`src/rtl/pc_fetch_control_pkg.sv`:
```
// Shared definitions for the PC / instruction-fetch sequencer:
// FSM state encoding (3 bits), reset PC default, PC step, instruction width
// and the next-PC mux selector.
package pc_fetch_control_pkg;

  localparam int unsigned INST_W           = 32;
  localparam logic [31:0] RESET_PC_DEFAULT = 32'h0000_0000;
  localparam int unsigned PC_STEP_DEFAULT  = 4;
  localparam logic [31:0] WORD_ALIGN_MASK  = 32'hFFFF_FFFC;

  // ST_TRAP is only reachable when PC_MISALIGN_TRAP_EN is defined.
  typedef enum logic [2:0] {
    ST_IDLE  = 3'd0,
    ST_REQ   = 3'd1,
    ST_WAIT  = 3'd2,
    ST_HOLD  = 3'd3,
    ST_DRAIN = 3'd4,
    ST_TRAP  = 3'd5
  } fetch_state_e;

  typedef enum logic [1:0] {
    SEL_HOLD = 2'd0,
    SEL_INC  = 2'd1,
    SEL_TGT  = 2'd2
  } pc_sel_e;

  // Clear the byte offset of an address so it points at a whole word.
  function automatic logic [31:0] align_word(input logic [31:0] addr);
    return addr & WORD_ALIGN_MASK;
  endfunction

endpackage

```
`src/rtl/pc_fetch_control_if.sv`:
```
// Fetch-side bus: the instruction-memory request/response channel and the
// instruction channel towards decode.
// Handshake rule for both valid/ready pairs: a transfer happens on a rising
// clock edge where valid and ready are both 1; once valid is raised the
// payload stays stable and valid stays high until that transfer (or a taken
// redirect, which withdraws it). The imem response has no ready: exactly one
// response pulse returns for each accepted request.
interface pc_fetch_control_if;

  logic        o_ImemReqValid_1;
  logic        i_ImemReqReady_1;
  logic [31:0] o_ImemAddr_32;
  logic        i_ImemRespValid_1;
  logic [31:0] i_ImemRespData_32;
  logic        o_InstValid_1;
  logic        i_InstReady_1;
  logic [31:0] o_Inst_32;
  logic [31:0] o_InstPc_32;

  modport master (
    output o_ImemReqValid_1, o_ImemAddr_32, o_InstValid_1, o_Inst_32, o_InstPc_32,
    input  i_ImemReqReady_1, i_ImemRespValid_1, i_ImemRespData_32, i_InstReady_1
  );

  modport slave (
    input  o_ImemReqValid_1, o_ImemAddr_32, o_InstValid_1, o_Inst_32, o_InstPc_32,
    output i_ImemReqReady_1, i_ImemRespValid_1, i_ImemRespData_32, i_InstReady_1
  );

endinterface

```
`src/rtl/pc_fetch_control_pc_next_select.sv`:
```
// Next-PC mux: hold, sequential step (wraps mod 2^32) or word-aligned jump
// target. With PC_MISALIGN_TRAP_EN it also flags a target that is not
// word aligned.
module pc_next_select
  import pc_fetch_control_pkg::*;
#(
  parameter int unsigned PC_STEP = PC_STEP_DEFAULT
) (
  input  logic [31:0] pc_i,
  input  logic [31:0] target_i,
  input  pc_sel_e     sel_i,
`ifdef PC_MISALIGN_TRAP_EN
  output logic        misalign_o,
`endif
  output logic [31:0] pc_o
);

  // Select the PC for the next cycle.
  always_comb begin
    pc_o = pc_i;
    case (sel_i)
      SEL_INC: pc_o = pc_i + 32'(PC_STEP);
      SEL_TGT: pc_o = align_word(target_i);
      default: pc_o = pc_i;
    endcase
  end

`ifdef PC_MISALIGN_TRAP_EN
  assign misalign_o = |target_i[1:0];
`endif

endmodule

```
`src/rtl/pc_fetch_control.sv`:
```
// Program counter and single-outstanding fetch sequencer.
// Optional feature macro: PC_MISALIGN_TRAP_EN (misaligned taken target traps
// instead of being silently word aligned).
module pc_fetch_control
  import pc_fetch_control_pkg::*;
#(
  parameter logic [31:0] RESET_PC = RESET_PC_DEFAULT,
  parameter int unsigned PC_STEP  = PC_STEP_DEFAULT
) (
  input  logic                i_Clk_1,
  input  logic                i_Rst_n_1,
  input  logic                i_RedirectValid_1,
  input  logic                i_Jump_1,
  input  logic [31:0]         i_JumpTarget_32,
  pc_fetch_control_if.master  bus,
  output logic                o_Flush_1,
`ifdef PC_MISALIGN_TRAP_EN
  output logic                o_Misalign_1,
`endif
  output fetch_state_e        o_State_3
);

  fetch_state_e        state_q, state_d;
  logic [31:0]         pc_q, pc_d;
  logic [INST_W-1:0]   inst_q, inst_d;
  logic [31:0]         inst_pc_q, inst_pc_d;
  logic                flush_q, flush_d;
  pc_sel_e             pc_sel;
  logic                taken;
`ifdef PC_MISALIGN_TRAP_EN
  logic                misalign_q, misalign_d;
  logic                tgt_misalign;
`endif

  assign taken = i_RedirectValid_1 & i_Jump_1;

  pc_next_select #(.PC_STEP(PC_STEP)) u_pc_next_select (
    .pc_i       (pc_q),
    .target_i   (i_JumpTarget_32),
    .sel_i      (pc_sel),
`ifdef PC_MISALIGN_TRAP_EN
    .misalign_o (tgt_misalign),
`endif
    .pc_o       (pc_d)
  );

  // Next state and data: a taken redirect outranks every other event.
  always_comb begin
    state_d   = state_q;
    pc_sel    = SEL_HOLD;
    inst_d    = inst_q;
    inst_pc_d = inst_pc_q;
    flush_d   = 1'b0;
`ifdef PC_MISALIGN_TRAP_EN
    misalign_d = 1'b0;
`endif
    if (taken && state_q != ST_TRAP) begin
`ifdef PC_MISALIGN_TRAP_EN
      if (tgt_misalign) begin
        misalign_d = 1'b1;
        state_d    = ST_TRAP;
      end else
`endif
      begin
        pc_sel  = SEL_TGT;
        flush_d = 1'b1;
        case (state_q)
          // Accepted this cycle: its response is now stale.
          ST_REQ:   state_d = bus.i_ImemReqReady_1 ? ST_DRAIN : ST_REQ;
          // A response arriving this very cycle retires the outstanding
          // request, so there is nothing left to drain.
          ST_WAIT,
          ST_DRAIN: state_d = bus.i_ImemRespValid_1 ? ST_REQ : ST_DRAIN;
          default:  state_d = ST_REQ;
        endcase
      end
    end else begin
      case (state_q)
        ST_IDLE:  state_d = ST_REQ;
        ST_REQ:   if (bus.i_ImemReqReady_1) state_d = ST_WAIT;
        ST_WAIT: begin
          if (bus.i_ImemRespValid_1) begin
            inst_d    = bus.i_ImemRespData_32;
            inst_pc_d = pc_q;
            pc_sel    = SEL_INC;
            state_d   = ST_HOLD;
          end
        end
        ST_HOLD:  if (bus.i_InstReady_1) state_d = ST_REQ;
        ST_DRAIN: if (bus.i_ImemRespValid_1) state_d = ST_REQ;
        ST_TRAP:  state_d = ST_TRAP;
        default:  state_d = ST_IDLE;
      endcase
    end
  end

  // State register with synchronous active-low reset.
  always_ff @(posedge i_Clk_1) begin
    if (!i_Rst_n_1) begin
      state_q    <= ST_IDLE;
      pc_q       <= RESET_PC;
      inst_q     <= '0;
      inst_pc_q  <= '0;
      flush_q    <= 1'b0;
`ifdef PC_MISALIGN_TRAP_EN
      misalign_q <= 1'b0;
`endif
    end else begin
      state_q    <= state_d;
      pc_q       <= pc_d;
      inst_q     <= inst_d;
      inst_pc_q  <= inst_pc_d;
      flush_q    <= flush_d;
`ifdef PC_MISALIGN_TRAP_EN
      misalign_q <= misalign_d;
`endif
    end
  end

  assign bus.o_ImemReqValid_1 = (state_q == ST_REQ);
  assign bus.o_ImemAddr_32    = pc_q;
  assign bus.o_InstValid_1    = (state_q == ST_HOLD);
  assign bus.o_Inst_32        = inst_q;
  assign bus.o_InstPc_32      = inst_pc_q;
  assign o_Flush_1            = flush_q;
`ifdef PC_MISALIGN_TRAP_EN
  assign o_Misalign_1         = misalign_q;
`endif
  assign o_State_3            = state_q;

endmodule
```
`src/flat_wrapper.sv`:
```
// flat-port wrapper written by rule: the top's interface ports become plain ports
module pc_fetch_control_flat import pc_fetch_control_pkg::*;
#(
  parameter logic [31:0] RESET_PC = RESET_PC_DEFAULT,
  parameter int unsigned PC_STEP  = PC_STEP_DEFAULT
)
  (i_Clk_1, i_Rst_n_1, i_RedirectValid_1, i_Jump_1, i_JumpTarget_32, o_Flush_1, o_State_3, bus_o_ImemReqValid_1, bus_o_ImemAddr_32, bus_o_InstValid_1, bus_o_Inst_32, bus_o_InstPc_32, bus_i_ImemReqReady_1, bus_i_ImemRespValid_1, bus_i_ImemRespData_32, bus_i_InstReady_1);
  pc_fetch_control_if bus_i ();
  input  logic i_Clk_1;
  input  logic i_Rst_n_1;
  input  logic i_RedirectValid_1;
  input  logic i_Jump_1;
  input  logic [31:0] i_JumpTarget_32;
  output logic o_Flush_1;
  output fetch_state_e o_State_3;
  output wire logic [$bits(bus_i.o_ImemReqValid_1)-1:0] bus_o_ImemReqValid_1;
  output wire logic [$bits(bus_i.o_ImemAddr_32)-1:0] bus_o_ImemAddr_32;
  output wire logic [$bits(bus_i.o_InstValid_1)-1:0] bus_o_InstValid_1;
  output wire logic [$bits(bus_i.o_Inst_32)-1:0] bus_o_Inst_32;
  output wire logic [$bits(bus_i.o_InstPc_32)-1:0] bus_o_InstPc_32;
  input wire logic [$bits(bus_i.i_ImemReqReady_1)-1:0] bus_i_ImemReqReady_1;
  input wire logic [$bits(bus_i.i_ImemRespValid_1)-1:0] bus_i_ImemRespValid_1;
  input wire logic [$bits(bus_i.i_ImemRespData_32)-1:0] bus_i_ImemRespData_32;
  input wire logic [$bits(bus_i.i_InstReady_1)-1:0] bus_i_InstReady_1;
  assign bus_o_ImemReqValid_1 = bus_i.o_ImemReqValid_1;
  assign bus_o_ImemAddr_32 = bus_i.o_ImemAddr_32;
  assign bus_o_InstValid_1 = bus_i.o_InstValid_1;
  assign bus_o_Inst_32 = bus_i.o_Inst_32;
  assign bus_o_InstPc_32 = bus_i.o_InstPc_32;
  assign bus_i.i_ImemReqReady_1 = bus_i_ImemReqReady_1;
  assign bus_i.i_ImemRespValid_1 = bus_i_ImemRespValid_1;
  assign bus_i.i_ImemRespData_32 = bus_i_ImemRespData_32;
  assign bus_i.i_InstReady_1 = bus_i_InstReady_1;
  pc_fetch_control #(.RESET_PC(RESET_PC), .PC_STEP(PC_STEP)) u_core (.i_Clk_1(i_Clk_1), .i_Rst_n_1(i_Rst_n_1), .i_RedirectValid_1(i_RedirectValid_1), .i_Jump_1(i_Jump_1), .i_JumpTarget_32(i_JumpTarget_32), .bus(bus_i), .o_Flush_1(o_Flush_1), .o_State_3(o_State_3));
endmodule
```
`config.mk`:
```
export PLATFORM = sky130hd
export DESIGN_NAME = pc_fetch_control_flat
export DESIGN_NICKNAME = d
export VERILOG_FILES = /design/src/rtl/pc_fetch_control_pkg.sv /design/src/rtl/pc_fetch_control_if.sv /design/src/rtl/pc_fetch_control_pc_next_select.sv /design/src/rtl/pc_fetch_control.sv /design/src/flat_wrapper.sv
export SDC_FILE = /design/constraint.sdc
export NUM_CORES = 1
export LEC_CHECK = 0
export ABC_AREA = 1
export CORE_ASPECT_RATIO = 1.5
export CORE_MARGIN = 2
export CORE_UTILIZATION = 55
export DETAILED_ROUTE_END_ITERATION = 7
export DONT_BUFFER_PORTS = 1
export PLACE_DENSITY = 0.73
export SYNTH_ARGS = -nofsm -noshare
export SYNTH_HDL_FRONTEND = slang
export SYNTH_SLANG_ARGS = --single-unit
```
`constraint.sdc`:
```
create_clock -name i_Clk_1 -period 1.5 [get_ports i_Clk_1]
set_input_delay 0.375 -clock i_Clk_1 [delete_from_list [all_inputs] [get_ports i_Clk_1]]
set_output_delay 0.375 -clock i_Clk_1 [all_outputs]
set_load 0.02 [all_outputs]
```
==> out/qor.csv <==
stage,metric,value,unit
sta,sum of negative setup slack,-0.310,ns
pwr,maximum vdd drop,0.000687,V
worst_setup_path,CP max FO,4,
route,via count,4696,
placement,HPWL after DPL,9570,um
die,DIE WIDTH,78.3,um
die,IO Count,173,
placement,RePlAce Congestion,0.936,
sta,max-slew violation count,0,
die,die height,115,um
finish,layout cells sized above 1,26.5,%
route,drt first pass iters,4,
clock_network,Sink Count,96,
worst_setup_path,CP peak stage delay,0.39,ns
finish,area delta synth->final,32.3,%
placement,dpl ws,-0.0681,ns
clock_network,Root Buffer,clkbuf_16,
clock_network,CTS H-Tree Depth,3,
synth,Mapped Cells,670,
sta,unrepaired setup endpoints after global routing,yes,
global_routing,first-pass GRT wire length,20300,um
clock_network,Clock Latency Late Sink,0.34,ns
synth,ys async rst share,0,%
synth,Yosys Warn Count,0,
pwr,pwr/cell area,1020,mW/mm2
route,first-iteration detailed-routing DRC count,230,
sta,clock skew,0.00849,ns
synth,#FFs+latches synth,96,
global_routing,GRT overflow,0,
finish,n_diodes,0,
job,number of max-cap violations,0,
worst_setup_path,CP Buf/Inv Count,3,
finish,Post-Layout Inst Area,0.00603,mm2
synth,"Avg Cell Area, Syn",6.80,um2
global_routing,All-Layer GR Usage,28.8,%
die,die area,0.00904,mm2
synth,"Seq/Total Area, Yosys",42.2,%
synth,Yosys cell types,33,
die,FP Rows,40,
synth,top_reg_cell synth,dfxtp_1,
route,wire per inst,17.0,um
finish,"leading cell type in the layout, fill and taps excluded",nor2_1,
finish,most frequent cells in the layout,"nor2_1, nand2_1, dfxtp_1",
sta,Final Worst Setup Slack,-0.0888,ns
worst_hold_path,Hold WC Path Type,input pin to register,
worst_setup_path,Worst EP arrival,1.21,ns
clock_network,CTS tree,built,
placement,dpl cell area,0.00513,mm2
status,outcome,finished with violations,
synth,Post-synth EDFFs,0,
status,violated checks,negative setup slack,
worst_setup_path,worst path cell trace,inv_4 -> buf_6 -> nor3_4 -> buf_6,
clock_network,CTS Buf Count,9,
route,DR vias/cell,5.51,
route,post-route ant nets,0,
worst_setup_path,crit path max-delay cell type,dfxtp_4,
sta,final setup fails,12,
worst_setup_path,CP required,1.12,ns
worst_setup_path,Critical Path Sink Type,primary output,
worst_setup_path,cell family with most CP delay,flip-flops,
clock_network,Longest Clk Path Bufs,2,
worst_setup_path,CP most frequent cell,buf_6,
sta,post-route minimum period,1.59,ns
global_routing,vias in the first global route,4379,
pwr,Leak Pwr,2.52,nW
route,Routed WL,14500,um
clock_network,hold_buf cts,0,
pwr,total power,6.17,mW
die,Initial Util,56.9,%
clock_network,clock slew at reported path FFs,0.07,ns
die,core area,0.00801,mm2
worst_setup_path,crit path launch type,register,
worst_setup_path,crit path kind,register to primary output,
finish,Final #Nets,815,
route,drt drc,0,
sta,FMAX,0.629,GHz
sta,Final period util,106,%
global_routing,largest net degree at the start of global routing,65,
global_routing,initial antenna violation count,0,
sta,hold violation total from the final report,0,
placement,port bufs,0,
synth,Mapped Area,0.00455,mm2
[worst register-to-register path, stage by stage (launching register included)]
cell	delay (ns)
dfxtp_2	0.35
buf_4	0.12
nand3_2	0.11
nand2_4	0.18
nand2_8	0.11
inv_16	0.10
buf_4	0.16
nand2_1	0.08
nor2_1	0.09
nor2_1	0.05
a21oi_1	0.12
[logic make-up (layout without fill, tap and decap cells)]
kind of cell / count (synthesis) / count (layout) / share of synthesized area [%]
adders and majority gates: 1 / 1 / 0.275
xor gates and xnor gates: 8 / 8 / 1.54
AOI/OAI and AO/OA: 121 / 121 / 14.3
DFF: 96 / 96 / 42.2
and+or+nand+nor: 338 / 338 / 31.1
other: 1 / 4 / 0.0824
buffers and inverters: 105 / 180 / 10.5
[area by class of cell]
cell class	instances	area (um2)
tap	105	131
clock inverter	6	42.5
sequential	96	1950
fill	639	1980
clock buffer	10	239
inverter	71	293
timing repair buffer	93	923
multi-input combinational	472	2440
[stage by stage]
step                      std cells  hold slack, ns  util [%]
after floorplan                 673           0.515         -
after detailed placement        815           0.485      64.1
after global placement          815           0.480      64.1
after global routing            853           0.145      75.3
after CTS                       836           0.133      69.0
final                           853           0.174      75.3
[synthesized netlist by cell type, types with 4 or more instances]
library cell,count,area (um2)
clkbuf_1,14,52.6
nor2_1,153,574
nand2_1,124,465
o21ai_0,76,380
buf_2,7,35.0
a31oi_1,5,31.3
buf_4,9,67.6
nand3_1,33,165
inv_1,66,248
a21oi_1,32,160
nor3_1,8,40.0
xor2_1,7,61.3
inv_2,4,15.0
dfxtp_1,96,1920
nand4_1,5,31.3
[sequential cells by signal, indices dropped and copies added, names as in the netlist]
register	cells
u_core.o_Flush_1	1
u_core.bus.o_ImemAddr_32	30
u_core.bus.o_InstPc_32	30
u_core.bus.o_Inst_32	32
u_core.o_State_3	3
[routing by layer]
| metal | wire (um) | vias to the layer above | track usage, % | share of wire [%] |
|---|---|---|---|---|
| met5 | 0 | - | 0 | 0 |
| met4 | 434 | 0 | 15.1 | 3.0 |
| met3 | 1100 | 30 | 7.79 | 7.6 |
| met2 | 7650 | 191 | 52.5 | 53 |
| met1 | 5310 | 2206 | 30.1 | 37 |
| li1 | - | 2269 | - | - |
[where the power goes]
part / switching, mW / total, mW / internal [mW] / leakage (nW)
Sequential: 0.234 / 2.93 / 2.70 / 0.787
Combinational: 0.614 / 1.06 / 0.443 / 1.60
Clock: 1.01 / 2.18 / 1.17 / 0.135
[what timing repair did]
action                     in CTS  in global routing
pin swaps                       6                 18
setup endpoints to repair      11                 86
gates cloned                    1                  5
gates resized for setup        14                115
buffers inserted                4                 12
[worst paths after layout]
check                               from                      endpoint  slack, ns  depth (start not counted)
max                  u_core.o_State_3[1]             bus_o_InstValid_1      -0.09                          4
min                            i_Rst_n_1      u_core.bus.o_Inst_32[18]       0.17                          2
max reg2reg          u_core.o_State_3[0]  u_core.bus.o_ImemAddr_32[26]      -0.04                         10
min reg2reg  u_core.bus.o_ImemAddr_32[8]     u_core.bus.o_InstPc_32[8]       0.54                          2
(Power assumes the default switching activity.)
